**src/rtl/mem_dma.sv**
```systemverilog
`default_nettype none
// ============================================================================
//  Module      : mem_dma
//  Description : Bus-master block copy / fill engine for a synchronous
//                64 KiB memory with a registered read port. Requests the
//                memory port from the arbiter and moves one byte per
//                READ-LATCH-WRITE sequence (copy) or per WRITE cycle (fill).
//  Revision    : 1.0 - initial release
// ============================================================================
module mem_dma #(
    parameter int ADDR_W = 16,
    parameter int LEN_W  = 16
) (
    input  logic              CLK,
    input  logic              RST,
    input  logic              Start,
    input  logic              Mode,
    input  logic [ADDR_W-1:0] SrcAddr,
    input  logic [ADDR_W-1:0] DstAddr,
    input  logic [LEN_W-1:0]  Length,
    input  logic [7:0]        FillValue,
    output logic              BusReq,
    input  logic              BusGrant,
    output logic              MemWE,
    output logic [ADDR_W-1:0] MemAddress,
    output logic [7:0]        MemDataIn,
    input  logic [7:0]        MemDataOut,
    output logic              Busy,
    output logic              Done
);

    typedef enum logic [2:0] {
        S_IDLE  = 3'd0,
        S_READ  = 3'd1,
        S_LATCH = 3'd2,
        S_WRITE = 3'd3,
        S_DONE  = 3'd4
    } state_t;

    state_t            state_q;
    logic [ADDR_W-1:0] src_q;
    logic [ADDR_W-1:0] dst_q;
    logic [LEN_W-1:0]  rem_q;
    logic [7:0]        fill_q;
    logic              mode_q;
    logic [7:0]        buf_q;
    logic              busreq_q;
    logic              busy_q;
    logic              done_q;

    // Bus values: driven in READ/WRITE, otherwise the last driven value is held
    logic [ADDR_W-1:0] mem_addr_d;
    logic [ADDR_W-1:0] mem_addr_q;
    logic [7:0]        mem_din_d;
    logic [7:0]        mem_din_q;

    // Transfer sequencer: operand latching, address/count stepping, status flags
    always_ff @(posedge CLK) begin
        if (RST) begin
            state_q  <= S_IDLE;
            src_q    <= '0;
            dst_q    <= '0;
            rem_q    <= '0;
            fill_q   <= '0;
            mode_q   <= 1'b0;
            buf_q    <= '0;
            busreq_q <= 1'b0;
            busy_q   <= 1'b0;
            done_q   <= 1'b0;
        end else begin
            done_q <= 1'b0;
            case (state_q)
                S_IDLE: begin
                    if (Start) begin
                        src_q  <= SrcAddr;
                        dst_q  <= DstAddr;
                        rem_q  <= Length;
                        fill_q <= FillValue;
                        mode_q <= Mode;
                        if (Length == '0) begin
                            state_q <= S_DONE;
                            done_q  <= 1'b1;
                        end else begin
                            state_q  <= Mode ? S_WRITE : S_READ;
                            busreq_q <= 1'b1;
                            busy_q   <= 1'b1;
                        end
                    end
                end
                S_READ: begin
                    if (BusGrant) begin
                        state_q <= S_LATCH;
                    end
                end
                S_LATCH: begin
                    // Read data is captured regardless of grant
                    buf_q   <= MemDataOut;
                    state_q <= S_WRITE;
                end
                S_WRITE: begin
                    if (BusGrant) begin
                        dst_q <= dst_q + ADDR_W'(1);
                        rem_q <= rem_q - LEN_W'(1);
                        if (!mode_q) begin
                            src_q <= src_q + ADDR_W'(1);
                        end
                        if (rem_q == LEN_W'(1)) begin
                            state_q  <= S_DONE;
                            done_q   <= 1'b1;
                            busreq_q <= 1'b0;
                            busy_q   <= 1'b0;
                        end else if (!mode_q) begin
                            state_q <= S_READ;
                        end
                    end
                end
                S_DONE: begin
                    state_q <= S_IDLE;
                end
                default: begin
                    state_q <= S_IDLE;
                end
            endcase
        end
    end

    // Select the address/data placed on the bus this cycle
    always_comb begin
        mem_addr_d = mem_addr_q;
        mem_din_d  = mem_din_q;
        if (state_q == S_READ) begin
            mem_addr_d = src_q;
        end else if (state_q == S_WRITE) begin
            mem_addr_d = dst_q;
            mem_din_d  = mode_q ? fill_q : buf_q;
        end
    end

    // Remember the last driven bus values so they hold between accesses
    always_ff @(posedge CLK) begin
        if (RST) begin
            mem_addr_q <= '0;
            mem_din_q  <= '0;
        end else begin
            mem_addr_q <= mem_addr_d;
            mem_din_q  <= mem_din_d;
        end
    end

    assign MemAddress = mem_addr_d;
    assign MemDataIn  = mem_din_d;
    // Write strobe only when granted, and never while reset is asserted
    assign MemWE      = (state_q == S_WRITE) & BusGrant & ~RST;
    assign BusReq     = busreq_q;
    assign Busy       = busy_q;
    assign Done       = done_q;

endmodule
`default_nettype wire

```
**config.mk**
```make
export PLATFORM = sky130hd
export DESIGN_NAME = mem_dma
export DESIGN_NICKNAME = d
export VERILOG_FILES = /design/src/rtl/mem_dma.sv
export SDC_FILE = /design/constraint.sdc
export NUM_CORES = 1
export LEC_CHECK = 0
export CAP_MARGIN = 15
export CORE_MARGIN = 1
export CORE_UTILIZATION = 50
export CTS_CLUSTER_SIZE = 20
export DETAILED_ROUTE_END_ITERATION = 10
export GPL_TIMING_DRIVEN = 0
export PLACE_DENSITY = 0.88
export SLEW_MARGIN = 20
export SYNTH_ARGS = -nofsm -noshare
export SYNTH_HDL_FRONTEND = slang
export SYNTH_SLANG_ARGS = --single-unit
```
**constraint.sdc**
```tcl
create_clock -name CLK -period 3.8 [get_ports CLK]
set_input_delay 0.57 -clock CLK [delete_from_list [all_inputs] [get_ports CLK]]
set_output_delay 0.57 -clock CLK [all_outputs]
set_load 0.02 [all_outputs]
```
Yosys cells after proc, flatten, opt, wreduce, memory -nomap -nowiden
Index checks and enable logic that the tools add are counted.
{"block": "word_totals", "memories": 0, "ram_bits": 0, "latch_bits": 0, "mem_bits_ro": 0, "reg_bits": 94, "word_cells": 69}
{"block": "op_classes", "mul": 0, "shifts": 0, "reduce_logical": 8, "bitwise_logic": 3, "mux": 33, "eq_ne": 11, "div_mod_pow": 0, "magnitude_cmp": 0, "addsub": 3}
{"operator": "2-to-1 mux 16 bit", "n": 9}
{"operator": "case mux 16 bit (2 select lines)", "n": 3}
{"operator": "adder 16 x 1 -> 16 bit, second input constant", "n": 2}
{"operator": "2-to-1 mux 8 bit", "n": 3}
{"operator": "2-to-1 mux 3 bit", "n": 6}
{"operator": "equality test 16 x 1 -> 1 bit, second input constant", "n": 1}
{"operator": "logical NOT 16 bit", "n": 1}
{"operator": "subtractor 16 x 1 -> 16 bit, second input constant", "n": 1}
{"operator": "inequality test 2 bit, second input constant", "n": 6}
{"operator": "case mux 3 bit (4 select lines)", "n": 1}
{"operator": "2-to-1 mux 1 bit", "n": 8}
{"operator": "AND reduction 4 bit", "n": 2}
{"operator": "equality test 3 x 2 -> 1 bit, second input constant", "n": 2}
{"operator": "AND reduction 5 bit", "n": 1}
{"operator": "case mux 1 bit (2 select lines)", "n": 2}
{"operator": "equality test 3 x 1 -> 1 bit, second input constant", "n": 1}
{"operator": "logical NOT 3 bit", "n": 1}
{"operator": "inequality test 3 bit, second input constant", "n": 1}
{"operator": "AND reduction 3 bit", "n": 1}
{"operator": "AND 1 bit", "n": 2}
{"operator": "2-to-1 mux 2 bit", "n": 1}
{"operator": "AND reduction 2 bit", "n": 1}
{"operator": "nonzero test 2 bit", "n": 1}
{"operator": "NOT 1 bit", "n": 1}

Logic depth before layout (Yosys ltp)
Gate-level depths: netlist (run 1).
{"block": "depth", "depth_word": 4, "depth_mapped": 8, "depth_no_buf": 7}

Worst setup path before layout (run 1)
OpenSTA, ideal clock, no wires.
{"block": "synth_path", "path_type": "flip-flop to output port", "start": "reg state_q[0]", "end": "out MemDataIn[6]", "arrival_ns": 1.657, "setup_slack_ns": 1.573, "stages_incl_launch_ff": 6, "cell_sequence": "dfxtp_1 buf_2 nand3b_1 clkbuf_1 buf_1 o21ai_0"}
{"block": "synth_via", "elab_chain_len": 3, "word_cells_on_any_way": 4}
{"item": "start, declared", "line_no": "40", "source": "state_t state_q;"}
{"item": "start signal, assigned", "line_no": "84", "source": "state_q <= Mode ? S_WRITE : S_READ;"}
{"item": "equality test 3 x 2 -> 1 bit", "line_no": "133", "source": "end else if (state_q == S_WRITE) begin"}
{"item": "2-to-1 mux 8 bit", "line_no": "133"}
{"item": "2-to-1 mux 8 bit *", "line_no": "131", "source": "if (state_q == S_READ) begin"}
{"item": "end, declared", "line_no": "26", "source": "output logic [7:0] MemDataIn,"}
Mark *: on every way between the ends. The rest lies on a longest branch, timed or not.

Worst setup path in the final report (run 1)
{"block": "layout_path", "start": "reg state_q[0]", "end": "out MemDataIn[5]"}
Same word-level chain as after synthesis.

==> reports/results.ini, run 1 <==
[outcome]
status = finished clean

[global_routing]
grt_start_max_net_pins = 19
grt_pass1_vias = 5230
antenna_found_initial = 0
gr-usage-all-layers = 0.336
grt_pass1_wl_um = 26400
grt_overflow = 0

[critical_path]
cp_slowest_cell = clkdlybuf4s50_1
worstSetupPathType = reg2out
worstPathArrival_ns = 2.93
cp-start-kind = flip-flop
cp_cell_sequence = buf_2 -> nand3b_1 -> buf_4 -> clkbuf_2 -> clkbuf_1 -> o21ai_0 -> clkdlybuf4s50_1
worstSetupEndpointType = output port
path_max_fanout = 10
crit_required_ns = 3.23
path_buf_inv = 5
crit_family = buffers and inverters
critical-path-max-stage-delay_ns = 0.67

[routing]
post_drt_via_cell_ratio = 6.17
drt-total-wl_um = 17500
drt_iter0_markers = 673
wl_per_cell_um = 19.5
drt-pass1-iter-count = 6
ant_nets = 0
drc = 0
vias = 5544

[logic_synthesis]
syn_avg_cell_area_um2 = 7.67
seq_area_frac_synth = 0.377
yosysWarnings = 0
synth_flop_cell = dfxtp_1
synth_seq_cells = 94
synth_top_area_frac = 0.377
synth_nets = 724
ys_types = 57
syn_area_um2 = 4990
synth_largest_area_cell = dfxtp_1
synth_edf_count = 0
async_flop_share = 0
netlist_instances = 651
yosys-top-cells-area = dfxtp_1 38%, nand2_1 6.7%, mux2i_1 6.6%

[placed_design]
dp_hpwl_um = 12800
pre_cts_ws_ns = 0.280
place_inst = 880
gp_congestion = 0.946
portBuffers = 96

[floorplanning]
start_util = 0.513
coreArea_um2 = 9730
die_h_um = 102
die_area_um2 = 10400
fp.dieW_um = 102
ios = 97
rows = 36

[power]
power_leakage_uw = 0.00221
p_per_area_nw_per_um2 = 541
vdd_ir_drop_max_uv = 287

[timing]
post-route-min-period_ns = 3.50
finalSetupViolations = 0
finalHoldViolations = 0
rsz0062_at_grt = no
worst_slew_pin_slew_ns = 0.905
setup_tns_ns = 0
fmax_mhz = 286
slew_violations = 0
setup_slack_ns = 0.305
period_share = 0.920
slew-limit-headroom = 0.393
finClkSkew_ns = 0.0165

[final_layout]
final_common_cell = clkdlybuf4s50_1
nFillCells = 851
final_cells = 899
mostFrequentLayoutCells = 96 x clkdlybuf4s50_1, 94 x dfxtp_1, 89 x nand2_1
layout.nets = 834
drive_gt1_frac = 0.0509
num_antenna_cells = 0
area_growth_pct = 27.9
fin_util = 0.656

[clocking]
tritoncts = yes
clock-root-buffer = clkbuf_8
worstSkewPairLatency_ns = 0.39
cts_sinks = 94
cts_hold_buffers = 0
max-clock-path-buffers = 2
cts_max_level = 3
numCtsBuffers = 9
clkSlewWorstSetupHoldPaths_ns = 0.11

[run]
drv_cap = 0

[hold_path]
hp-class = reg2reg

[worst min-delay path: stages, from the launching register on]
cell and delay [ns]:
dfxtp_1 0.33, nand2_1 0.05, a21oi_1 0.05
[logic make-up after synthesis]
| group | synth area share |
|---|---|
| simple gates | 0.271 |
| compound gates | 0.227 |
| buf+inv | 0.0461 |
| flops | 0.377 |
| mux | 0.0684 |
| fa+ha+maj | 0.0100 |
[worst paths after layout]
| check | start | end | slack [ns] | cells after the start |
|---|---|---|---|---|
| min | fill_q[6]$_SDFFE_PP0P_ | fill_q[6]$_SDFFE_PP0P_ | 0.46 | 2 |
| min reg2reg | fill_q[6]$_SDFFE_PP0P_ | fill_q[6]$_SDFFE_PP0P_ | 0.46 | 2 |
| max reg2reg | state_q[2]$_SDFFE_PP0P_ | rem_q[4]$_SDFFE_PP0P_ | 1.37 | 6 |
| max | state_q[0]$_SDFFE_PP0P_ | MemDataIn[5] | 0.30 | 7 |
[cell type report]
type                       instances  area (um^2)  area share
timing repair buffer              99          983       0.154
inverter                           9         33.8     0.00529
tap                              133          166      0.0261
clock buffer                       9          124      0.0194
sequential                        94         1880       0.295
clock inverter                     7          115      0.0180
buffer                            50          200      0.0314
multi-input combinational        498         2880       0.451
[sequential cells by signal, indices dropped and copies added, names as in the netlist]
signal      flops
state_q         3
src_q          16
fill_q          8
Busy            1
buf_q           8
mem_din_q       8
Done            1
mem_addr_q     16
rem_q          16
dst_q          16
mode_q          1
[where the power goes]
part	internal (uW)	switching, uW	total (uW)
logic	534	813	1350
clock network	388	425	813
registers	1140	157	1290
total	2060	1390	3450
[per-stage QoR]
stage	instance area (um^2)	total power, uW	hold WS (ns)
final	6380	3450	0.464
after global routing	6380	3610	0.477
after CTS	6360	3410	0.463
after detailed placement	6120	2610	0.446
after global placement	6120	2570	0.443
after floorplan	4990	2140	0.436
[Yosys cell counts, types with 5 or more instances]
library cell,n
nor2_1,57
a21oi_1,48
nor4_1,13
nor3_1,22
a22oi_1,11
a22o_1,6
o21ai_0,61
nand3_1,30
or3_1,10
buf_1,5
nand4_1,5
a31oi_1,7
mux2i_1,33
nand2_1,89
a211oi_1,6
a21o_1,6
nor2b_1,24
inv_1,9
dfxtp_1,94
a2bb2oi_1,8
clkbuf_1,40
o31ai_1,7
[layer usage]
metal / global-route usage / wire length, um / vias up
met3: 0.0602 / 1660 / 80
met4: 0.186 / 884 / 0
met1: 0.406 / 6800 / 2533
met2: 0.569 / 8160 / 365
li1: - / - / 2566
met5: 0 / 0 / -
[repair_timing]
action,in CTS,in global routing
gates resized for setup,2,2
setup buffers,0,3
endpoints found under the setup margin,8,8
No activity file was read; power rests on OpenSTA's default activity.
==> run 2, diff against run 1 <==
--- a/config.mk
+++ b/config.mk
@@ -8,10 +8,12 @@
 export CAP_MARGIN = 15
 export CORE_MARGIN = 1
 export CORE_UTILIZATION = 50
+export CTS_CLUSTER_DIAMETER = 80
 export CTS_CLUSTER_SIZE = 20
 export DETAILED_ROUTE_END_ITERATION = 10
 export GPL_TIMING_DRIVEN = 0
 export PLACE_DENSITY = 0.88
+export SKIP_LAST_GASP = 1
 export SLEW_MARGIN = 20
 export SYNTH_ARGS = -nofsm -noshare
 export SYNTH_HDL_FRONTEND = slang
==> results of run 2 <==
Final layout, timing and power as in run 1 (identical DEF).
==> run 3, diff against run 2 <==
==> constraint.sdc (replaced) <==
create_clock -name CLK -period 3.9 [get_ports CLK]
set_input_delay 0.585 -clock CLK [delete_from_list [all_inputs] [get_ports CLK]]
set_output_delay 0.585 -clock CLK [all_outputs]
set_load 0.02 [all_outputs]
==> run 3 against run 2 <==
  * Clock skew about the same
  * Worst setup slack worse by 0.14 ns
  * Critical path depth down 1
  * Largest power group unchanged
  * Utilization down 0.23 points
  * Register-to-register slack better by 0.04 ns
  * Sequential power about the same
  * Non-clock buffer count down 3
  * Wire length down 0.12%
  * Power down 2.9%
  * Die area unchanged
  * Clock power down 2.7%
==> reports/results.ini, run 3 (synthesis results as in run 1) <==
[critical_path]
cp-start-kind = flip-flop
r2r_start = state_q[0]$_SDFFE_PP0P_
cp_cell_sequence = buf_2 -> nand3b_1 -> clkbuf_2 -> clkbuf_1 -> o21ai_0 -> clkdlybuf4s50_1
critical-path-max-stage-delay_ns = 0.67  ; about the same
worstSetupPathType = reg2out
startpoint = state_q[0]$_SDFFE_PP0P_
worstSetupEndpointType = output port
cp_slowest_cell = clkdlybuf4s50_1
crit_family = buffers and inverters
crit_required_ns = 3.31  ; +0.08 ns
path_buf_inv = 4  ; -1
worstPathArrival_ns = 3.15  ; +0.22 ns
path_max_fanout = 10  ; unchanged

[final_layout]
drive_gt1_frac = 0.0472  ; -0.00373
layout.nets = 831  ; -0.36%
final_common_cell = clkdlybuf4s50_1
nFillCells = 853  ; +0.24%
area_growth_pct = 27.4
stdcell_area_um2 = 6360  ; -0.35%
num_antenna_cells = 0  ; unchanged
mostFrequentLayoutCells = 96 x clkdlybuf4s50_1, 94 x dfxtp_1, 89 x nand2_1

[clocking]
cts_max_level = 3  ; unchanged
cts_sinks = 94  ; unchanged
clkSlewWorstSetupHoldPaths_ns = 0.12  ; about the same
max-clock-path-buffers = 2  ; unchanged
numCtsBuffers = 9  ; unchanged
clock-root-buffer = clkbuf_8
worstSkewPairLatency_ns = 0.39  ; about the same
tritoncts = yes

[global_routing]
grt_start_max_net_pins = 19  ; unchanged
grt_pass1_vias = 5230  ; unchanged
gr-usage-all-layers = 0.336  ; unchanged
grt_overflow = 0  ; unchanged
antenna_found_initial = 0  ; unchanged
grt_pass1_wl_um = 26400  ; unchanged

[hold_path]
hp-class = reg2reg
hold_start = fill_q[6]$_SDFFE_PP0P_

[power]
vdd_ir_drop_max_uv = 280  ; -2.6%
p_per_area_nw_per_um2 = 527  ; -2.5%
power_leakage_uw = 0.00220  ; -0.58%
p_total_uw = 3360  ; -2.9%

[timing]
period_share = 0.957
finClkSkew_ns = 0.0169  ; +0.000413 ns
fmax_mhz = 268
post-route-min-period_ns = 3.73
slew_violations = 0  ; unchanged
worst_slew_pin_slew_ns = 0.904  ; -0.00150 ns
slew-limit-headroom = 0.394  ; +0.00101
setup_tns_ns = 0  ; unchanged
finalSetupViolations = 0  ; unchanged
rsz0062_at_grt = no
finalHoldViolations = 0  ; unchanged

[run]
drv_cap = 0  ; unchanged

[floorplanning]
coreArea_um2 = 9730  ; unchanged
start_util = 0.513  ; unchanged
fp.dieW_um = 102  ; unchanged
rows = 36  ; unchanged
die_area_um2 = 10400  ; unchanged
ios = 97  ; unchanged
die_h_um = 102  ; unchanged

[placed_design]
dp_hpwl_um = 12800  ; unchanged
portBuffers = 96  ; unchanged
gp_congestion = 0.946  ; unchanged
dpl_cell_area_um2 = 6120  ; unchanged

[outcome]
status = finished clean

[routing]
vias = 5535  ; -0.16%
drt_iter0_markers = 570  ; -15%
ant_nets = 0  ; unchanged
drt-pass1-iter-count = 5  ; -1
post_drt_via_cell_ratio = 6.18  ; +0.17%
drt-total-wl_um = 17500  ; -0.12%
wl_per_cell_um = 19.5  ; +0.21%
drc = 0  ; unchanged

## run 3: cell count changes in the layout (fill, tap and decap cells not counted), sizes merged
cell and change:
buf -3
## run 3: metal layers
metal / share of wire / wire [um] / vias to the layer above / GRT usage
met5: 0 / 0 / - / 0
met4: 0.050 / 869 / 0 / 0.186
met3: 0.097 / 1690 / 84 / 0.0602
met2: 0.47 / 8220 / 361 / 0.569
met1: 0.38 / 6710 / 2536 / 0.406
li1: - / - / 2554 / -
## run 3: final cells by class
type                       count  area [um^2]  area share
sequential                    94         1880       0.296
buffer                        50          200      0.0315
clock inverter                 7          115      0.0181
tap                          133          166      0.0262
inverter                       9         33.8     0.00531
multi-input combinational    498         2880       0.453
timing repair buffer          96          961       0.151
clock buffer                   9          124      0.0195
## run 3: path summary, 6_finish.rpt
check	cells after the start	end	slack [ns]
worst max-delay path	6	MemDataIn[5]	0.17
worst min-delay path	2	fill_q[6]$_SDFFE_PP0P_	0.46
worst max register to register	6	src_q[1]$_SDFFE_PP0P_	1.41
worst min register to register	2	fill_q[6]$_SDFFE_PP0P_	0.46
## run 3: what timing repair did
| action | 4_1_cts | 5_1_grt |
|---|---|---|
| setup buffers | 0 | 0 |
| hold buffers | 0 | 0 |
| gates resized for setup | 1 | 4 |
| endpoints found under the setup margin | 6 | 6 |
## run 3: power breakdown
group	total (uW)	leakage, uW	switching (uW)	internal [uW]
Clock	791	0.000117	413	378
Combinational	1300	0.00131	790	515
Sequential	1260	0.000768	152	1110
Total	3360	0.00220	1350	2000
## run 3: per-stage QoR
step                      worst slack, ns   util  cells  hold slack [ns]
after floorplan                      1.66      -    651            0.436
after global placement              0.412  0.629    880            0.443
after detailed placement            0.365  0.629    880            0.446
after CTS                          0.0158  0.654    896            0.463
after global routing               0.0444  0.654    896            0.477
final                               0.169  0.654    896            0.465
## run 3: tightest hold or removal path, cell delays in order, from the launching register on
cell and delay [ns]:
dfxtp_1 0.33, nand2_1 0.05, a21oi_1 0.05
